==> src/rtl/ctrl_pkg.sv <==
// Shared encodings for the multicycle RV32I sequencer and its ALU.
// Holds FSM states, ALU op codes, opcodes and datapath mux selects.
package ctrl_pkg;

    typedef enum logic [3:0] {
        S_FETCH, S_DECODE, S_MEMADR, S_MEMREAD, S_MEMWB,
        S_MEMWRITE, S_EXECR, S_EXECI, S_AUIPC, S_ALUWB,
        S_JAL, S_JALR, S_JLINK, S_LUI, S_BRANCH
    } state_t;

    localparam logic [3:0] ALU_ADD  = 4'd0;
    localparam logic [3:0] ALU_SUB  = 4'd1;
    localparam logic [3:0] ALU_AND  = 4'd2;
    localparam logic [3:0] ALU_OR   = 4'd3;
    localparam logic [3:0] ALU_XOR  = 4'd4;
    localparam logic [3:0] ALU_SLL  = 4'd5;
    localparam logic [3:0] ALU_SRL  = 4'd6;
    localparam logic [3:0] ALU_SRA  = 4'd7;
    localparam logic [3:0] ALU_SLT  = 4'd8;
    localparam logic [3:0] ALU_SLTU = 4'd9;

    localparam logic [6:0] OP_LOAD   = 7'b0000011;
    localparam logic [6:0] OP_STORE  = 7'b0100011;
    localparam logic [6:0] OP_RTYPE  = 7'b0110011;
    localparam logic [6:0] OP_ITYPE  = 7'b0010011;
    localparam logic [6:0] OP_JAL    = 7'b1101111;
    localparam logic [6:0] OP_BRANCH = 7'b1100011;
    localparam logic [6:0] OP_LUI    = 7'b0110111;
    localparam logic [6:0] OP_AUIPC  = 7'b0010111;
    localparam logic [6:0] OP_JALR   = 7'b1100111;

    localparam logic [2:0] IMM_I = 3'd0;
    localparam logic [2:0] IMM_S = 3'd1;
    localparam logic [2:0] IMM_B = 3'd2;
    localparam logic [2:0] IMM_U = 3'd3;
    localparam logic [2:0] IMM_J = 3'd4;

    localparam logic [1:0] RES_ALUOUT = 2'd0;
    localparam logic [1:0] RES_MDR    = 2'd1;
    localparam logic [1:0] RES_ALU    = 2'd2;
    localparam logic [1:0] RES_IMM    = 2'd3;

    localparam logic [1:0] SRCA_PC    = 2'd0;
    localparam logic [1:0] SRCA_OLDPC = 2'd1;
    localparam logic [1:0] SRCA_REGA  = 2'd2;

    localparam logic [1:0] SRCB_REGB = 2'd0;
    localparam logic [1:0] SRCB_IMM  = 2'd1;
    localparam logic [1:0] SRCB_FOUR = 2'd2;

    // I-type never subtracts: imm[10] lands on funct7[5] there.
    function automatic logic [3:0] alu_decode(
        input logic [2:0] f3,
        input logic       f7b5,
        input logic       is_r
    );
        logic [3:0] op;
        op = ALU_ADD;
        case (f3)
            3'b000: op = (is_r && f7b5) ? ALU_SUB : ALU_ADD;
            3'b001: op = ALU_SLL;
            3'b010: op = ALU_SLT;
            3'b011: op = ALU_SLTU;
            3'b100: op = ALU_XOR;
            3'b101: op = f7b5 ? ALU_SRA : ALU_SRL;
            3'b110: op = ALU_OR;
            default: op = ALU_AND;
        endcase
        return op;
    endfunction

endpackage

==> src/rtl/alu.sv <==
// Combinational RV32I ALU.
// Ports: ALUA/ALUB operands, ALUControlSignal op -> ALUResult, Zero.
module alu
    import ctrl_pkg::*;
(
    input  logic [31:0] ALUA,
    input  logic [31:0] ALUB,
    input  logic [3:0]  ALUControlSignal,
    output logic [31:0] ALUResult,
    output logic        Zero
);

    logic [4:0] shamt;
    assign shamt = ALUB[4:0];

    always_comb begin
        ALUResult = 32'd0;
        case (ALUControlSignal)
            ALU_ADD:  ALUResult = ALUA + ALUB;
            ALU_SUB:  ALUResult = ALUA - ALUB;
            ALU_AND:  ALUResult = ALUA & ALUB;
            ALU_OR:   ALUResult = ALUA | ALUB;
            ALU_XOR:  ALUResult = ALUA ^ ALUB;
            ALU_SLL:  ALUResult = ALUA << shamt;
            ALU_SRL:  ALUResult = ALUA >> shamt;
            ALU_SRA:  ALUResult = $unsigned($signed(ALUA) >>> shamt);
            ALU_SLT:  ALUResult = {31'd0, $signed(ALUA) < $signed(ALUB)};
            ALU_SLTU: ALUResult = {31'd0, ALUA < ALUB};
            default:  ALUResult = 32'd0;
        endcase
    end

    assign Zero = (ALUResult == 32'd0);

endmodule

==> src/rtl/control_alu.sv <==
// Multicycle RV32I control FSM with its ALU.
// Ports: clk, reset, opcode/funct3/funct7, ALUA/ALUB in; ALU result and all datapath strobes/selects out.
module control_alu
    import ctrl_pkg::*;
(
    input  logic        clk,
    input  logic        reset,
    input  logic [6:0]  opcode,
    input  logic [2:0]  funct3,
    input  logic [6:0]  funct7,
    input  logic [31:0] ALUA,
    input  logic [31:0] ALUB,
    output logic [31:0] ALUResult,
    output logic        Zero,
    output logic        PCEnable,
    output logic        InstructionRegisterEnable,
    output logic        InstructionOrData,
    output logic [2:0]  ImmediateSrc,
    output logic        REGAEnable,
    output logic        REGBEnable,
    output logic [1:0]  ALUSrcA,
    output logic [1:0]  ALUSrcB,
    output logic [3:0]  ALUControlSignal,
    output logic [1:0]  ResultSrc,
    output logic        MemWrite,
    output logic        RegWrite
);

    state_t state;

    logic unused_f7;
    assign unused_f7 = ^{funct7[6], funct7[4:0]};

    always_ff @(posedge clk) begin
        if (reset) begin
            state <= S_FETCH;
        end else begin
            case (state)
                S_FETCH:  state <= S_DECODE;
                S_DECODE: begin
                    case (opcode)
                        OP_LOAD, OP_STORE: state <= S_MEMADR;
                        OP_RTYPE:  state <= S_EXECR;
                        OP_ITYPE:  state <= S_EXECI;
                        OP_JAL:    state <= S_JAL;
                        OP_BRANCH: state <= S_BRANCH;
                        OP_LUI:    state <= S_LUI;
                        OP_AUIPC:  state <= S_AUIPC;
                        OP_JALR:   state <= S_JALR;
                        default:   state <= S_FETCH;
                    endcase
                end
                S_MEMADR:
                    state <= (opcode == OP_STORE) ? S_MEMWRITE : S_MEMREAD;
                S_MEMREAD: state <= S_MEMWB;
                S_EXECR, S_EXECI, S_AUIPC, S_JAL, S_JLINK:
                    state <= S_ALUWB;
                S_JALR:    state <= S_JLINK;
                default:   state <= S_FETCH;
            endcase
        end
    end

    // Kept apart from the strobe logic: Zero depends on this op,
    // and PCEnable in BRANCH depends on Zero.
    always_comb begin
        ALUControlSignal = ALU_ADD;
        case (state)
            S_EXECR:
                ALUControlSignal = alu_decode(funct3, funct7[5], 1'b1);
            S_EXECI:
                ALUControlSignal = alu_decode(funct3, funct7[5], 1'b0);
            S_BRANCH: begin
                case (funct3[2:1])
                    2'b10:   ALUControlSignal = ALU_SLT;
                    2'b11:   ALUControlSignal = ALU_SLTU;
                    default: ALUControlSignal = ALU_SUB;
                endcase
            end
            default: ALUControlSignal = ALU_ADD;
        endcase
        if (reset) ALUControlSignal = ALU_ADD;
    end

    always_comb begin
        PCEnable = 1'b0;
        InstructionRegisterEnable = 1'b0;
        InstructionOrData = 1'b0;
        ImmediateSrc = IMM_I;
        REGAEnable = 1'b0;
        REGBEnable = 1'b0;
        ALUSrcA = SRCA_PC;
        ALUSrcB = SRCB_REGB;
        ResultSrc = RES_ALUOUT;
        MemWrite = 1'b0;
        RegWrite = 1'b0;
        case (state)
            S_FETCH: begin
                InstructionRegisterEnable = 1'b1;
                ALUSrcB = SRCB_FOUR;
                ResultSrc = RES_ALU;
                PCEnable = 1'b1;
            end
            S_DECODE: begin
                REGAEnable = 1'b1;
                REGBEnable = 1'b1;
                ALUSrcA = SRCA_OLDPC;
                ALUSrcB = SRCB_IMM;
                ImmediateSrc = (opcode == OP_JAL) ? IMM_J : IMM_B;
            end
            S_MEMADR: begin
                ALUSrcA = SRCA_REGA;
                ALUSrcB = SRCB_IMM;
                ImmediateSrc = (opcode == OP_STORE) ? IMM_S : IMM_I;
            end
            S_MEMREAD: InstructionOrData = 1'b1;
            S_MEMWB: begin
                ResultSrc = RES_MDR;
                RegWrite = 1'b1;
            end
            S_MEMWRITE: begin
                InstructionOrData = 1'b1;
                MemWrite = 1'b1;
            end
            S_EXECR: ALUSrcA = SRCA_REGA;
            S_EXECI: begin
                ALUSrcA = SRCA_REGA;
                ALUSrcB = SRCB_IMM;
            end
            S_AUIPC: begin
                ALUSrcA = SRCA_OLDPC;
                ALUSrcB = SRCB_IMM;
                ImmediateSrc = IMM_U;
            end
            S_ALUWB: RegWrite = 1'b1;
            S_JAL: begin
                PCEnable = 1'b1;
                ALUSrcA = SRCA_OLDPC;
                ALUSrcB = SRCB_FOUR;
            end
            S_JALR: begin
                ALUSrcA = SRCA_REGA;
                ALUSrcB = SRCB_IMM;
                ResultSrc = RES_ALU;
                PCEnable = 1'b1;
            end
            S_JLINK: begin
                ALUSrcA = SRCA_OLDPC;
                ALUSrcB = SRCB_FOUR;
            end
            S_LUI: begin
                ImmediateSrc = IMM_U;
                ResultSrc = RES_IMM;
                RegWrite = 1'b1;
            end
            S_BRANCH: begin
                ALUSrcA = SRCA_REGA;
                ImmediateSrc = IMM_B;
                case (funct3)
                    3'b000, 3'b101, 3'b111: PCEnable = Zero;
                    3'b001, 3'b100, 3'b110: PCEnable = !Zero;
                    default:                PCEnable = 1'b0;
                endcase
            end
            default: ;
        endcase
        if (reset) begin
            PCEnable = 1'b0;
            InstructionRegisterEnable = 1'b0;
            InstructionOrData = 1'b0;
            ImmediateSrc = 3'd0;
            REGAEnable = 1'b0;
            REGBEnable = 1'b0;
            ALUSrcA = 2'd0;
            ALUSrcB = 2'd0;
            ResultSrc = 2'd0;
            MemWrite = 1'b0;
            RegWrite = 1'b0;
        end
    end

    alu u_alu (
        .ALUA             (ALUA),
        .ALUB             (ALUB),
        .ALUControlSignal (ALUControlSignal),
        .ALUResult        (ALUResult),
        .Zero             (Zero)
    );

endmodule

==> config.mk <==
export PLATFORM = sky130hd
export DESIGN_NAME = control_alu
export DESIGN_NICKNAME = d
export VERILOG_FILES = /design/src/rtl/ctrl_pkg.sv /design/src/rtl/alu.sv /design/src/rtl/control_alu.sv
export SDC_FILE = /design/constraint.sdc
export NUM_CORES = 1
export LEC_CHECK = 0
export BUFFER_PORTS_ARGS = -buffer_cell sky130_fd_sc_hd__buf_2
export CORE_MARGIN = 2
export CORE_UTILIZATION = 45
export CTS_CLUSTER_SIZE = 12
export DETAILED_ROUTE_END_ITERATION = 7
export SKIP_LAST_GASP = 1
export SLEW_MARGIN = 15
export SYNTH_ARGS = -nofsm -noshare
export SYNTH_HDL_FRONTEND = slang
export SYNTH_SLANG_ARGS = --single-unit
==> constraint.sdc <==
create_clock -name clk -period 19.6 [get_ports clk]
set_clock_uncertainty 0.1 [all_clocks]
set_input_delay 3.92 -clock clk [delete_from_list [all_inputs] [get_ports clk]]
set_output_delay 3.92 -clock clk [all_outputs]
set_load 0.02 [all_outputs]
==> impl_metrics.tcl, run 1 <==
set metrics [dict create \
    worstMarginPinSlew_ns 1.24 \
    cts_hold_buf 0 \
    cts_resized 0 \
    synth_top_area_frac 0.107 \
    final_antenna_net_count 0 \
    fin_crit_sh 0.712 \
    setup_tns_ns 0 \
    cp-start-kind "input pin" \
    yosys.cell_count.top_type "nand2_1" \
    critPathKind "input pin to output port" \
    cts-root-buf "clkbuf_16" \
    die-area_um2 26500 \
    synth_cell_types 99 \
    worstPathRequired_ns 15.58 \
    clkSinkCount 4 \
    setup_ws_ns 5.64 \
    top_register "state" \
    ys_ff_latch 4 \
    cp-end-kind "output port" \
    cap_violations 0 \
    max_slew_margin 0.164 \
    cts_tree "built" \
    grt_setup_unrepaired "false" \
    ys_async_sr_fraction 0 \
    dr.first_iter.drc_count 2180 \
    p_leak_uw 0.00513 \
    clk_pin_slew_ns 0.03 \
    largest_register_ffs 4 \
    finalNetCount 1825 \
    pre_cts_ws_ns 5.92 \
    ys_seq_area_frac 0.00705 \
    slowest_stage "ha_1" \
    antenna_found_initial 3 \
    power_density_nw_per_um2 33.7 \
    cts_htree_levels 1 \
    syn2layout_area_growth_pct 5.80 \
    vias_per_cell 7.24 \
    drc_errors 0 \
    io_pins 136 \
    die_w_um 163 \
    yosysWarningCount 0 \
    max_freq_mhz 71.6 \
    grtUsageTotal 0.436 \
    start_util 0.455 \
    synth_common_cells "nand2_1 (151), nor2_1 (147), a21oi_1 (125), inv_1 (99), ha_1 (97)" \
    drive_gt1_frac 0.158 \
    postSynthCellCount 1641 \
    numCtsBuffers 3 \
    hold_violations 0 \
    slew_viol_final 0 \
    layout_min_cycle_time_ns 13.96 \
    worstPathArrival_ns 9.94 \
    syn-num-nets 1823 \
    place.detailed.hpwl_um 45500 \
    largest_registers "state x4" \
    placementRows 58 \
    synthTopCellsByArea "ha_1 (11%), mux4_2 (9.3%), mux2i_1 (6.6%)" \
    yosys.area.top_type "ha_1" \
    core_um2 25000 \
    vdd_drop_max_mv 0.0351 \
    post-cts-setup-buffer-count 0 \
    gp_congestion 1.08 \
    final-setup-viol-count 0 \
    grt_overflow 0 \
    grt_pass1_wl_um 86700 \
    slowest_delay_ns 0.74 \
    vias 14300 \
    syn-cell-area_um2 11400 \
    syn-mean-instance-area_um2 6.93 \
    cts.path.max_buffers 2 \
    outcome "completed" \
    path_max_fanout 36 \
    synth_edf_count 0 \
    grt_max_degree 70 \
    hold_class "register to register" \
    dr.pass1.iters 7 \
    port_buffers 129 \
    crit_chain "buf_2 > buf_4 > inv_1 > ha_1 > nor3b_1 > nor3_1 > a211oi_1 > nor3_1 > nand4bb_1 > nand3_1 > a211o_1 > xnor2_1 > o21ai_0 > or4_1 > or4b_4 > mux2i_1 > o311ai_1 > buf_2" \
    insertion_delay_ns 0.23 \
    wl_per_cell_um 30.0 \
    wl_um 59200 \
    grt_pass1_vias 13200 \
    synth-main-ff-cell "dfxtp_1" \
    die_h_um 163 \
]
through the flow:
step                      hold WS [ns]  power (uW)  area (um^2)   util  std cells
after floorplan                  0.558         246        11400      -       1641
after global placement           0.591         358        11900  0.478       1968
after detailed placement         0.602         359        11900  0.478       1968
after CTS                        0.599         392        12000  0.481       1971
after global routing             0.666         425        12000  0.481       1971
final                            0.602         405        12000  0.482       1973
power by group:
part | internal (uW) | total [uW] | switching (uW)
Combinational | 124 | 363 | 239
Clock | 26.1 | 32.0 | 5.96
Sequential | 8.46 | 9.36 | 0.900
Total | 159 | 405 | 246
routing by layer:
metal	GRT usage	wire length (um)	vias up
li1	-	-	6213
met1	0.568	22600	6752
met2	0.689	25600	1093
met3	0.0726	6850	228
met4	0.231	4170	2
met5	0	13	-
logic make-up after synthesis:
family	synth area share
AO/OA/AOI/OAI	0.349
XOR/XNOR	0.0270
buffers and inverters	0.0957
AND/OR/NAND/NOR	0.226
multiplexers	0.185
flip-flops	0.00705
adder cells (fa/ha/maj)	0.110
cell type report:
cell class	instances	area [um^2]
clock buffers	3	75.1
flip-flops and latches	4	80.1
repair buffers	157	866
fillers	2673	12900
multi-input cells	1375	10200
diodes	2	5.00
well taps	330	413
inverters	102	383
worst paths after layout:
kind,start,endpoint,slack (ns),depth (start not counted)
worst max register to register,state[0],state[2],17.67,6
worst min-delay path,state[1],state[3],0.60,2
worst min register to register,state[1],state[3],0.60,2
worst max-delay path,ALUB[4],PCEnable,5.64,18
layout by cell type, fill, tap and decap left out, drive strengths merged, types with 8 or more instances in the layout:
master / instances
nand4: 18
a211o: 10
a21o: 23
a221o: 10
o2111ai: 9
nand2: 151
o21a: 9
nor2: 147
mux4: 47
o211ai: 33
buf: 157
and4: 8
nor4: 9
a21oi: 126
nor2b: 25
o31ai: 24
ha: 97
a221oi: 17
o221ai: 23
a22oi: 23
or3: 11
mux2: 26
xor2: 8
nand2b: 20
and3: 17
o21ai: 91
nor3: 43
a31oi: 20
xnor2: 27
a211oi: 37
o22ai: 20
o311ai: 8
mux2i: 75
and2: 14
nand3: 32
inv: 101
critical path: cells and delay by family:
| family | cells | cell delay [ns] |
|---|---|---|
| and+or+nand+nor | 7 | 2.66 |
| buffers and inverters | 4 | 1.22 |
| AOI/OAI and AO/OA | 4 | 0.85 |
| adders and majority gates | 1 | 0.74 |
| xor gates and xnor gates | 1 | 0.29 |
| muxes | 1 | 0.19 |
Note: power is estimated with default switching activity, not from simulation.
==> inputs of run 2 (changes only) <==
ABC_AREA = 1   (was default)
clock period = 13.3 ns   (was 19.6 ns; I/O delays follow)
==> impl_metrics.tcl, run 2 <==
set metrics [dict create \
    placementRows 58 \
    outcome "completed" \
    drc_errors 0 \
    grt_overflow 0 \
    antenna_found_initial 0 \
    synth-main-ff-cell "dfxtp_1" \
    cts_tree "built" \
    syn-cell-area_um2 11400 \
    grt_max_degree 76 \
    dr.pass1.iters 8 \
    yosysWarningCount 0 \
    worstPathArrival_ns 7.51 \
    postSynthCellCount 2393 \
    timing.rr.start "state[0]" \
    ys_ff_latch 4 \
    cts.path.max_buffers 2 \
    worstMarginPinSlew_ns 1.13 \
    syn-mean-instance-area_um2 4.77 \
    cp-start-kind "input pin" \
    slowest_stage "buf_4" \
    final_common_cell "nand2_1" \
    cts-root-buf "clkbuf_16" \
    core_um2 25000 \
    layout_min_cycle_time_ns 10.27 \
    grtUsageTotal 0.411 \
    clk_pin_slew_ns 0.03 \
    io_pins 136 \
    yosys.cell_count.top_type "nand2_1" \
    rrSetupSlack_ns 11.53 \
    grt_pass1_wl_um 83600 \
    critPathKind "input pin to output port" \
    die_h_um 163 \
    multi_input_area_um2 9530 \
    largest_registers "state x4" \
    cts_resized 0 \
    clkSinkCount 4 \
    hold_class "register to register" \
    insertion_delay_ns 0.22 \
    yosys.area.top_type "nand2_1" \
    wl_um 56400 \
    final_cell_mix "nand2_1 (705), nand3_1 (464), nor2_1 (323)" \
    slowest_delay_ns 0.56 \
    start_util 0.456 \
    largest_register_ffs 4 \
    hold_violations 0 \
    vias_per_cell 5.89 \
    gp_congestion 1.04 \
    slew_viol_final 0 \
    p_leak_uw 0.00682 \
    vdd_drop_max_mv 0.0839 \
    cts_htree_levels 1 \
    top_register "state" \
    synth_cell_types 42 \
    dr.first_iter.drc_count 2182 \
    final-setup-viol-count 0 \
    syn-num-nets 2575 \
    final_antenna_net_count 0 \
    finalNetCount 2600 \
    drive_gt1_frac 0.0733 \
    post-cts-setup-buffer-count 0 \
    cap_violations 0 \
    syn2layout_area_growth_pct 5.64 \
    cp-end-kind "output port" \
    worstPathRequired_ns 10.54 \
    grt_setup_unrepaired "false" \
    whs_ns 0.599 \
    min_from "state[1]" \
    synth_common_cells "nand2_1 (705), nand3_1 (464), nor2_1 (323), inv_1 (306), a21oi_1 (103)" \
    synth_top_area_frac 0.232 \
    setup_tns_ns 0 \
    max_slew_margin 0.241 \
    path_common_cell "nand2_1" \
    die-area_um2 26600 \
    regArea_um2 80.1 \
    place.detailed.hpwl_um 45800 \
    die_w_um 163 \
    ys_seq_area_frac 0.00702 \
    port_buffers 129 \
    max_freq_mhz 97.4 \
    power_density_nw_per_um2 47.8 \
    num-fill-cells 3002 \
    cts_hold_buf 0 \
    synth_edf_count 0 \
    vias 16200 \
    synthTopCellsByArea "nand2_1 (23%), nand3_1 (20%), ha_1 (11%)" \
    numCtsBuffers 3 \
    ys_async_sr_fraction 0 \
    p_total_uw 576 \
    startpoint "ALUB[1]" \
    wl_per_cell_um 20.5 \
    path_max_fanout 68 \
    grt_pass1_vias 14400 \
    fin_crit_sh 0.772 \
]
-- run 2: cell families (layout without fill, tap and decap cells) --
family,Yosys count,count (layout),synth area share
adder cells (fa/ha/maj),99,99,0.110
XOR/XNOR,16,16,0.0123
AO/OA/AOI/OAI,237,237,0.114
buffers and inverters,441,464,0.157
flip-flops,4,4,0.00702
other,0,1,0
AND/OR/NAND/NOR,1596,1596,0.600
-- run 2: path summary, 6_finish.rpt --
check / to / cells after the start
max: PCEnable / 25
max reg2reg: state[0] / 8
min reg2reg: state[2] / 2
min: state[2] / 2
-- run 2: per-layer routing --
metal  vias up  part of all wire  GRT usage  wire length, um
li1       7744                 -          -                -
met1      7293              0.41      0.553            23000
met2       977              0.41      0.620            23300
met3       158              0.12     0.0863             6830
met4         0             0.058      0.200             3270
met5         -                 0          0                0
-- run 2: critical path: cells and delay by family --
family	cells	cell delay, ns
AND/OR/NAND/NOR	17	2.30
buffers and inverters	5	1.64
adder cells (fa/ha/maj)	1	0.48
AO/OA/AOI/OAI	2	0.36
-- run 2: cell type report --
| class | instances | area share |
|---|---|---|
| antenna | 1 | 0.000208 |
| multi-input combinational | 1948 | 0.791 |
| inverter | 318 | 0.0991 |
| tap | 330 | 0.0343 |
| sequential | 4 | 0.00665 |
| clock buffer | 3 | 0.00623 |
| timing repair buffer | 143 | 0.0623 |
-- run 2: power by group --
part	internal, uW	switching, uW
Clock	38.4	8.13
Combinational	143	373
Sequential	12.5	0.682
-- run 2: stage by stage --
step           utilization  instances  worst slack (ns)  cell area, um^2
6_report             0.481       2747              3.03            12000
3_5_place_dp         0.478       2743              3.25            12000
2_1_floorplan            -       2393              4.76            11400
4_1_cts              0.481       2746              3.25            12000
3_3_place_gp         0.478       2743              3.25            12000
5_1_grt              0.481       2746              2.67            12000
